**config.mk**
```make
export PLATFORM = sky130hd
export DESIGN_NAME = regfile_scoreboard
export DESIGN_NICKNAME = d
export VERILOG_FILES = /design/src/rtl/regfile_scoreboard.sv
export SDC_FILE = /design/constraint.sdc
export NUM_CORES = 2
export LEC_CHECK = 0
export CORE_ASPECT_RATIO = 2
export CORE_MARGIN = 2
export CORE_UTILIZATION = 56
export DETAILED_ROUTE_END_ITERATION = 10
export PLACE_DENSITY_LB_ADDON = 0.1
export SETUP_SLACK_MARGIN = 0.4
export SYNTH_ARGS = -nofsm -noshare
export SYNTH_HDL_FRONTEND = slang
export SYNTH_SLANG_ARGS = --single-unit
```
**constraint.sdc**
```tcl
create_clock -name clock -period 8.1 [get_ports clock]
set_clock_uncertainty 0.15 [all_clocks]
set_input_delay 0.81 -clock clock [delete_from_list [all_inputs] [get_ports clock]]
set_output_delay 0.81 -clock clock [all_outputs]
set_load 0.01 [all_outputs]
```
**src/rtl/regfile_scoreboard.sv**
```systemverilog
// ---------------------------------------------------------------------------
// regfile_scoreboard
//
// General-purpose register file for the five-stage pipeline, combined with a
// per-register pending-write scoreboard used by ID for RAW hazard detection.
//
//   - Two combinational read ports (S, T) and one write port (WB).
//   - Register 0 always reads as zero and can never be written or marked busy.
//   - BYPASS=1 forwards a same-cycle WB write to the read ports and lets that
//     write satisfy a pending hazard in the same cycle.
//   - A registered display port shows a register with one cycle of latency.
//
// Ports:
//   clock, reset        single clock, synchronous active-high reset
//   rs, rt              read indices;  douts, doutt read data (combinational)
//   we, rd, din         WB write port
//   issue, issue_rd     ID marks issue_rd as having an outstanding producer
//   hazard_s, hazard_t  rs / rt has a pending write not satisfied this cycle
//   pending_cnt         registered number of busy registers
//   rdisp, ddisp        display index and registered display data
//
// Handshake: there is no valid/ready flow control on this block. A write is
// accepted on every posedge with we=1 and rd!=0; an issue is accepted on
// every posedge with issue=1 and issue_rd!=0. The consumer is responsible for
// stalling while hazard_s / hazard_t is high.
// ---------------------------------------------------------------------------
module regfile_scoreboard #(
    parameter int DATA_W = 32,
    parameter int ADDR_W = 5,
    parameter bit BYPASS = 1'b1
) (
    input  logic              clock,
    input  logic              reset,
    input  logic [ADDR_W-1:0] rs,
    input  logic [ADDR_W-1:0] rt,
    output logic [DATA_W-1:0] douts,
    output logic [DATA_W-1:0] doutt,
    input  logic              we,
    input  logic [ADDR_W-1:0] rd,
    input  logic [DATA_W-1:0] din,
    input  logic              issue,
    input  logic [ADDR_W-1:0] issue_rd,
    output logic              hazard_s,
    output logic              hazard_t,
    output logic [ADDR_W:0]   pending_cnt,
    input  logic [ADDR_W-1:0] rdisp,
    output logic [DATA_W-1:0] ddisp
);

    localparam int DEPTH = 2 ** ADDR_W;

    logic [DATA_W-1:0] regs [DEPTH];
    logic [DEPTH-1:0]  busy;
    logic [DEPTH-1:0]  busy_next;
    logic [ADDR_W:0]   busy_count;
    logic              fwd_s;
    logic              fwd_t;

    // A WB write matching a read index is forwarded only when bypass is built in.
    assign fwd_s = BYPASS && we && (rd == rs);
    assign fwd_t = BYPASS && we && (rd == rt);

    // Read ports: index 0 is forced to zero, so regs[0] is never relied upon.
    always_comb begin
        douts = '0;
        if (rs != '0) begin
            douts = fwd_s ? din : regs[rs];
        end
    end

    always_comb begin
        doutt = '0;
        if (rt != '0) begin
            doutt = fwd_t ? din : regs[rt];
        end
    end

    // A forwarded write satisfies the pending producer in the same cycle.
    assign hazard_s = (rs != '0) && busy[rs] && !fwd_s;
    assign hazard_t = (rt != '0) && busy[rt] && !fwd_t;

    // Scoreboard next state. The issue is applied after the write-clear so a
    // same-cycle issue and write to one index leaves the newer producer busy.
    always_comb begin
        busy_next = busy;
        if (we && (rd != '0)) begin
            busy_next[rd] = 1'b0;
        end
        if (issue && (issue_rd != '0)) begin
            busy_next[issue_rd] = 1'b1;
        end
        busy_next[0] = 1'b0;
    end

    // Popcount of the post-update busy vector, registered as pending_cnt.
    always_comb begin
        busy_count = '0;
        for (int k = 0; k < DEPTH; k++) begin
            busy_count = busy_count + (ADDR_W + 1)'(busy_next[k]);
        end
    end

    always_ff @(posedge clock) begin
        if (reset) begin
            for (int k = 0; k < DEPTH; k++) begin
                regs[k] <= '0;
            end
            busy        <= '0;
            pending_cnt <= '0;
            ddisp       <= '0;
        end else begin
            if (we && (rd != '0)) begin
                regs[rd] <= din;
            end
            // Display samples the array before this cycle's write lands.
            ddisp       <= (rdisp == '0) ? '0 : regs[rdisp];
            busy        <= busy_next;
            pending_cnt <= busy_count;
        end
    end

endmodule

```
---- Word-level counts from Yosys, hierarchy flattened ----
Memory sizes are Yosys's and may differ from the RTL's. A register that Yosys moved wholly into a read port is not among the register bits.
Cells that the tools add are included.
storage, ports and cells
  flip-flop bits (word level) ............. 38
  memory bits (writable) .................. 1024
  input port bits ......................... 61
  memories kept ........................... 1
memories
  memory  depth  bits a word  read ports  clocked after memory_dff  write ports  RTL line  source
  regs    32     32           3           1                         32           52        logic [DATA_W-1:0] regs [DEPTH];
operators by class
  $add $sub $neg .......................... 30
  magnitude comparators ................... 6
  equal/unequal tests ..................... 2
  multiplexer cells ....................... 22
  bitwise gates (word level) .............. 3
  reductions and logical operators ........ 19
operator list
  kind                  count
  $mux W32              7
  $add A6 B1 Y6         25
  $and A32 B32 Y32      1
  $not A32 Y32          1
  $or A32 B32 Y32       1
  $reduce_or A32 Y1     1
  $lt A5 B6 Y1 const B  4
  $reduce_bool A5 Y1    4
  $bmux W1 S5           2
  $demux W1 S5          2
  $eq A5 B5 Y1          2
  $ge A5 B1 Y1 const B  2
  $logic_and A1 B1 Y1   10
  $mux W1               10
  $add A5 B1 Y6         1
  $add A4 B1 Y5         1
  $logic_not A5 Y1      1
  $mux W5               1
  $add A3 B1 Y4         1
  $add A2 B1 Y3         1
  $add A1 B1 Y2         1
  $logic_not A1 Y1      2
  $reduce_or A2 Y1      1

---- Depth between registers and ports, before layout ----
  word-level depth ........................ 39
  mapped depth ............................ 21
  depth with buffers taken out ............ 19

---- Least setup slack after synthesis ----
No wires, ideal clock.
  kind .................................... input port to flip-flop
  from .................................... input port rd[3]
  to ...................................... register pending_cnt[4]
  arrival ................................. 6.033 ns
  data required time ...................... 7.822 ns
  path slack .............................. 1.789 ns
  cell stages on the path ................. 21
  path buffers ............................ 2
  cell sequence ........................... buf_2 or3_1 clkbuf_1 and3_1 nand2_1 a22oi_1 fa_1 fa_1 fa_1 inv_1 fa_1 inv_1 fa_1 fa_1 fa_1 inv_1 fa_1 a21o_1 a21oi_1 xor2_1 nor2_1
on the way
  longest elaborated chain between the ends .. 39
  elaborated cells on any way between the ends .. 42
  classes of those cells .................. add/sub: 30; order compare: 2; mux: 4; bitwise: 3; reduce/logical: 3
RTL lines
  what                                                                RTL line  source
  start: declaration                                                  39        input logic [ADDR_W-1:0] rd,
  $lt A5 B6 Y1 (implied by the code) or $ge A5 B1 Y1 (tied branches)  87        busy_next[rd] = 1'b0;
  $logic_and A1 B1 Y1 (implied by the code)                           87
  $mux W1 (implied by the code)                                       87
  $demux W1 S5                                                        87
  $not A32 Y32 (no line)                                              --
  $and A32 B32 Y32 (no line)                                          --
  $mux W32 (*)                                                        86        if (we && (rd != '0)) begin
  $or A32 B32 Y32 (no line)                                           --
  $mux W32 (*)                                                        89        if (issue && (issue_rd != '0)) begin
  $add A1 B1 Y2                                                       99        busy_count = busy_count + (ADDR_W + 1)'(busy_next[k]);
  $add A2 B1 Y3                                                       99
  $add A3 B1 Y4                                                       99
  $add A4 B1 Y5                                                       99
  $add A5 B1 Y6                                                       99
  $add A6 B1 Y6 (24 in series)                                        99
  $add A6 B1 Y6 (*)                                                   99
  end signal: assignment                                              118       pending_cnt <= busy_count;
  end: declaration                                                    45        output logic [ADDR_W:0] pending_cnt,
Every way passes the cells marked *; elsewhere a longest branch is shown, timed or not.
A chain may end at the register's enable or synchronous reset.

---- Final worst setup path ----
Ends and elaborated chain as after synthesis.

==> results.toml <==
[status]
outcome = "finished, final reports clean"

[synthesis]
yosys.area_share.simple_pct = 12.52
synth_cell_types = 80
synth_xor_area_share_pct = 0.1696
synth_top_family_by_area = "multiplexers"
yosysSeqAreaShare_pct = 47.86
synthFlopType = "edfxtp_1"
synth_compound_area_share_pct = 6.327
avgSynthCellArea_um2 = 14.11
synthTopCellsByArea = "edfxtp_1, mux4_2, and2_1, mux2i_1, dfxtp_1"
ys_ff_latch = 1093
synth.most_common_cell = "edfxtp_1"
netlist.area_leader.share_pct = 45.80
synth_top_cell_by_area = "edfxtp_1"
syn_area_um2 = 67140
ys_async_sr_fraction_pct = 0
synth_cells = 4758
ys_warn_count = 0
synth-edff-count = 1024
synth_commonest_cells = "edfxtp_1, and2_1, mux4_2"
yosys.area_share.adder_pct = 0.8162
muxShareOfSynthArea_pct = 28.17

[clock_tree]
worst_skew_pair.late_latency_ps = 750
cts_sinks = 1093
clock_path_buffers = 3
hold_buffers = 0
htree_levels = 3
cts_setup_buffers = 0
clk_pin_slew_worst_paths_ps = 60
postCtsResizedCells = 0
cts_tree = "built"
cts.root.buffer_cell = "clkbuf_16"
cts_buffers = 102

[grt]
grt_max_degree = 84
grt_pass1_vias = 49860
track_usage_pct = 44.66
antenna_found_initial = 39
grt-ovfl-total = 0
grt_first_pass_wirelength_um = 376800

[setup_path]
crit_path_start_kind = "input port"
path_class = "input port to flop"
crit_top_cell = "fa_1"
path_cells = "clkdlybuf4s50_1 > or3_1 > and3_1 > nand2_1 > a22oi_1 > fa_1 > fa_1 > fa_1 > inv_1 > fa_1 > inv_1 > fa_1 > fa_1 > fa_1 > inv_1 > fa_1 > a21o_1 > a21oi_1 > xor2_1 > nor2_1"
slowest_delay_ps = 710
slowest_stage = "clkdlybuf4s50_1"
arrival_ps = 7040
cp.required_ps = 8540
path_max_fanout = 16
worst_setup_path_end_kind = "flop"

[timing]
fin_crit_sh_pct = 81.48
worst_hold_slack_ps = 412.6
max_freq_mhz = 151.5
maxSlewHeadroom_pct = 3.890
setup_viol = 0
period_needed_ps = 6600
tns_ps = 0
slew_violations = 0
tightest_slew_ps = 1439
fin_ws_ps = 1500
hold_violations = 0
rsz0062_at_grt = "false"

[drt]
ant_nets = 0
routedWlPerCell_um = 43.00
dr.first_iter.drc_count = 8137
wirelength_um = 273600
dr.pass1.iters = 8
drcViolationCount = 0
vias_per_cell = 7.748
dr_total_vias = 49290

[floorplanning]
rows = 179
num_io_pins = 165
die_w_um = 248.8
core_um2 = 118900
die_h_um = 493.7
start_util_pct = 56.46
die_area_um2 = 122900

[final_layout]
drive_gt1_share_pct = 24.61
n_fill_cell = 9006
final_cells = 6362
fin_util_pct = 61.97
fin_area_um2 = 73700
syn_to_final_growth_pct = 9.763
nNetsFinal = 4800

[power_and_ir_drop]
finalPower_mw = 14.57
p_leak_nw = 25.66
p_per_area_nw_per_um2 = 197.7
ir_drop_v = 0.0001975

[placed_design]
routabilityCongestion = 0.9510
port_buffers = 164
dp.cells = 6143
placed_area_um2 = 70030
dp_hpwl_um = 163700
dp_slack_ps = 813.7

[flow_run]
drv_cap = 0

[worst_hold_path]
holdCritPathClass = "input port to flop"
[sequential cells by signal (all words and copies together), names as in the netlist]
| signal | count |
|---|---|
| regs | 1024 |
| ddisp | 32 |
| busy | 31 |
| pending_cnt | 6 |
[placed cells by master (no fill, tap or decap), drive strengths merged, types with 61 or more instances in the layout]
| master | instances |
|---|---|
| buf | 183 |
| o21ai | 64 |
| a221oi | 74 |
| clkbuf | 137 |
| clkdlybuf4s50 | 148 |
| nor3 | 61 |
| and2 | 1002 |
| edfxtp | 1024 |
| dfxtp | 69 |
| mux2i | 300 |
| nor2 | 131 |
| mux4 | 659 |
| a22oi | 66 |
| nand2 | 140 |
| mux2 | 89 |
| o22ai | 108 |
[final timing paths]
kind,endpoint,slack [ps],depth (start not counted),from
hold reg to reg,busy[26]$_SDFF_PP0_,430,2,busy[26]$_SDFF_PP0_
setup reg to reg,pending_cnt[4]$_SDFF_PP0_,2660,17,busy[18]$_SDFF_PP0_
setup / recovery,pending_cnt[4]$_SDFF_PP0_,1500,20,rd[3]
hold / removal,ddisp[18]$_SDFF_PP0_,410,3,rdisp[3]
[layer usage]
| layer | vias up | GRT usage [%] | wire length, um |
|---|---|---|---|
| met4 | 24 | 39.64 | 29770 |
| met1 | 24610 | 49.69 | 80450 |
| li1 | 18600 | - | - |
| met5 | - | 0 | 161 |
| met2 | 4526 | 70.14 | 126900 |
| met3 | 1533 | 13.00 | 36270 |
[cells by family (layout without fill, tap and decap cells)]
kind of cell | after synthesis | after routing
and+or+nand+nor | 1454 | 1454
DFF | 1093 | 1093
muxes | 1048 | 1048
AOI/OAI and AO/OA | 565 | 565
buffers and inverters | 554 | 564
adders and majority gates | 30 | 30
xor gates and xnor gates | 13 | 13
other | 1 | 57
[worst max-delay path, delay by kind of cell]
kind	cells	cell delay [ps]
simple gates	4	950
fa+ha+maj	8	3790
buf+inv	4	890
xor+xnor	1	160
compound gates	3	440
[where the power goes]
part | switching [mW] | total (mW) | internal, mW
logic | 1.45 | 2.49 | 1.04
clock network | 2.30 | 5.34 | 3.05
registers | 0.234 | 6.74 | 6.50
total | 3.98 | 14.6 | 10.6
[layout make-up]
type	instances	area (um2)	share of cell area [%]
Antenna cell	25	62.56	0.08489
Clock buffer	137	2848	3.864
Clock inverter	57	755.7	1.025
Inverter	39	147.6	0.2003
Multi-Input combinational cell	3142	32800	44.50
Sequential cell	1093	32130	43.60
Tap cell	1538	1924	2.611
Timing Repair Buffer	331	3030	4.112
No activity file was read; power rests on OpenSTA's default activity.
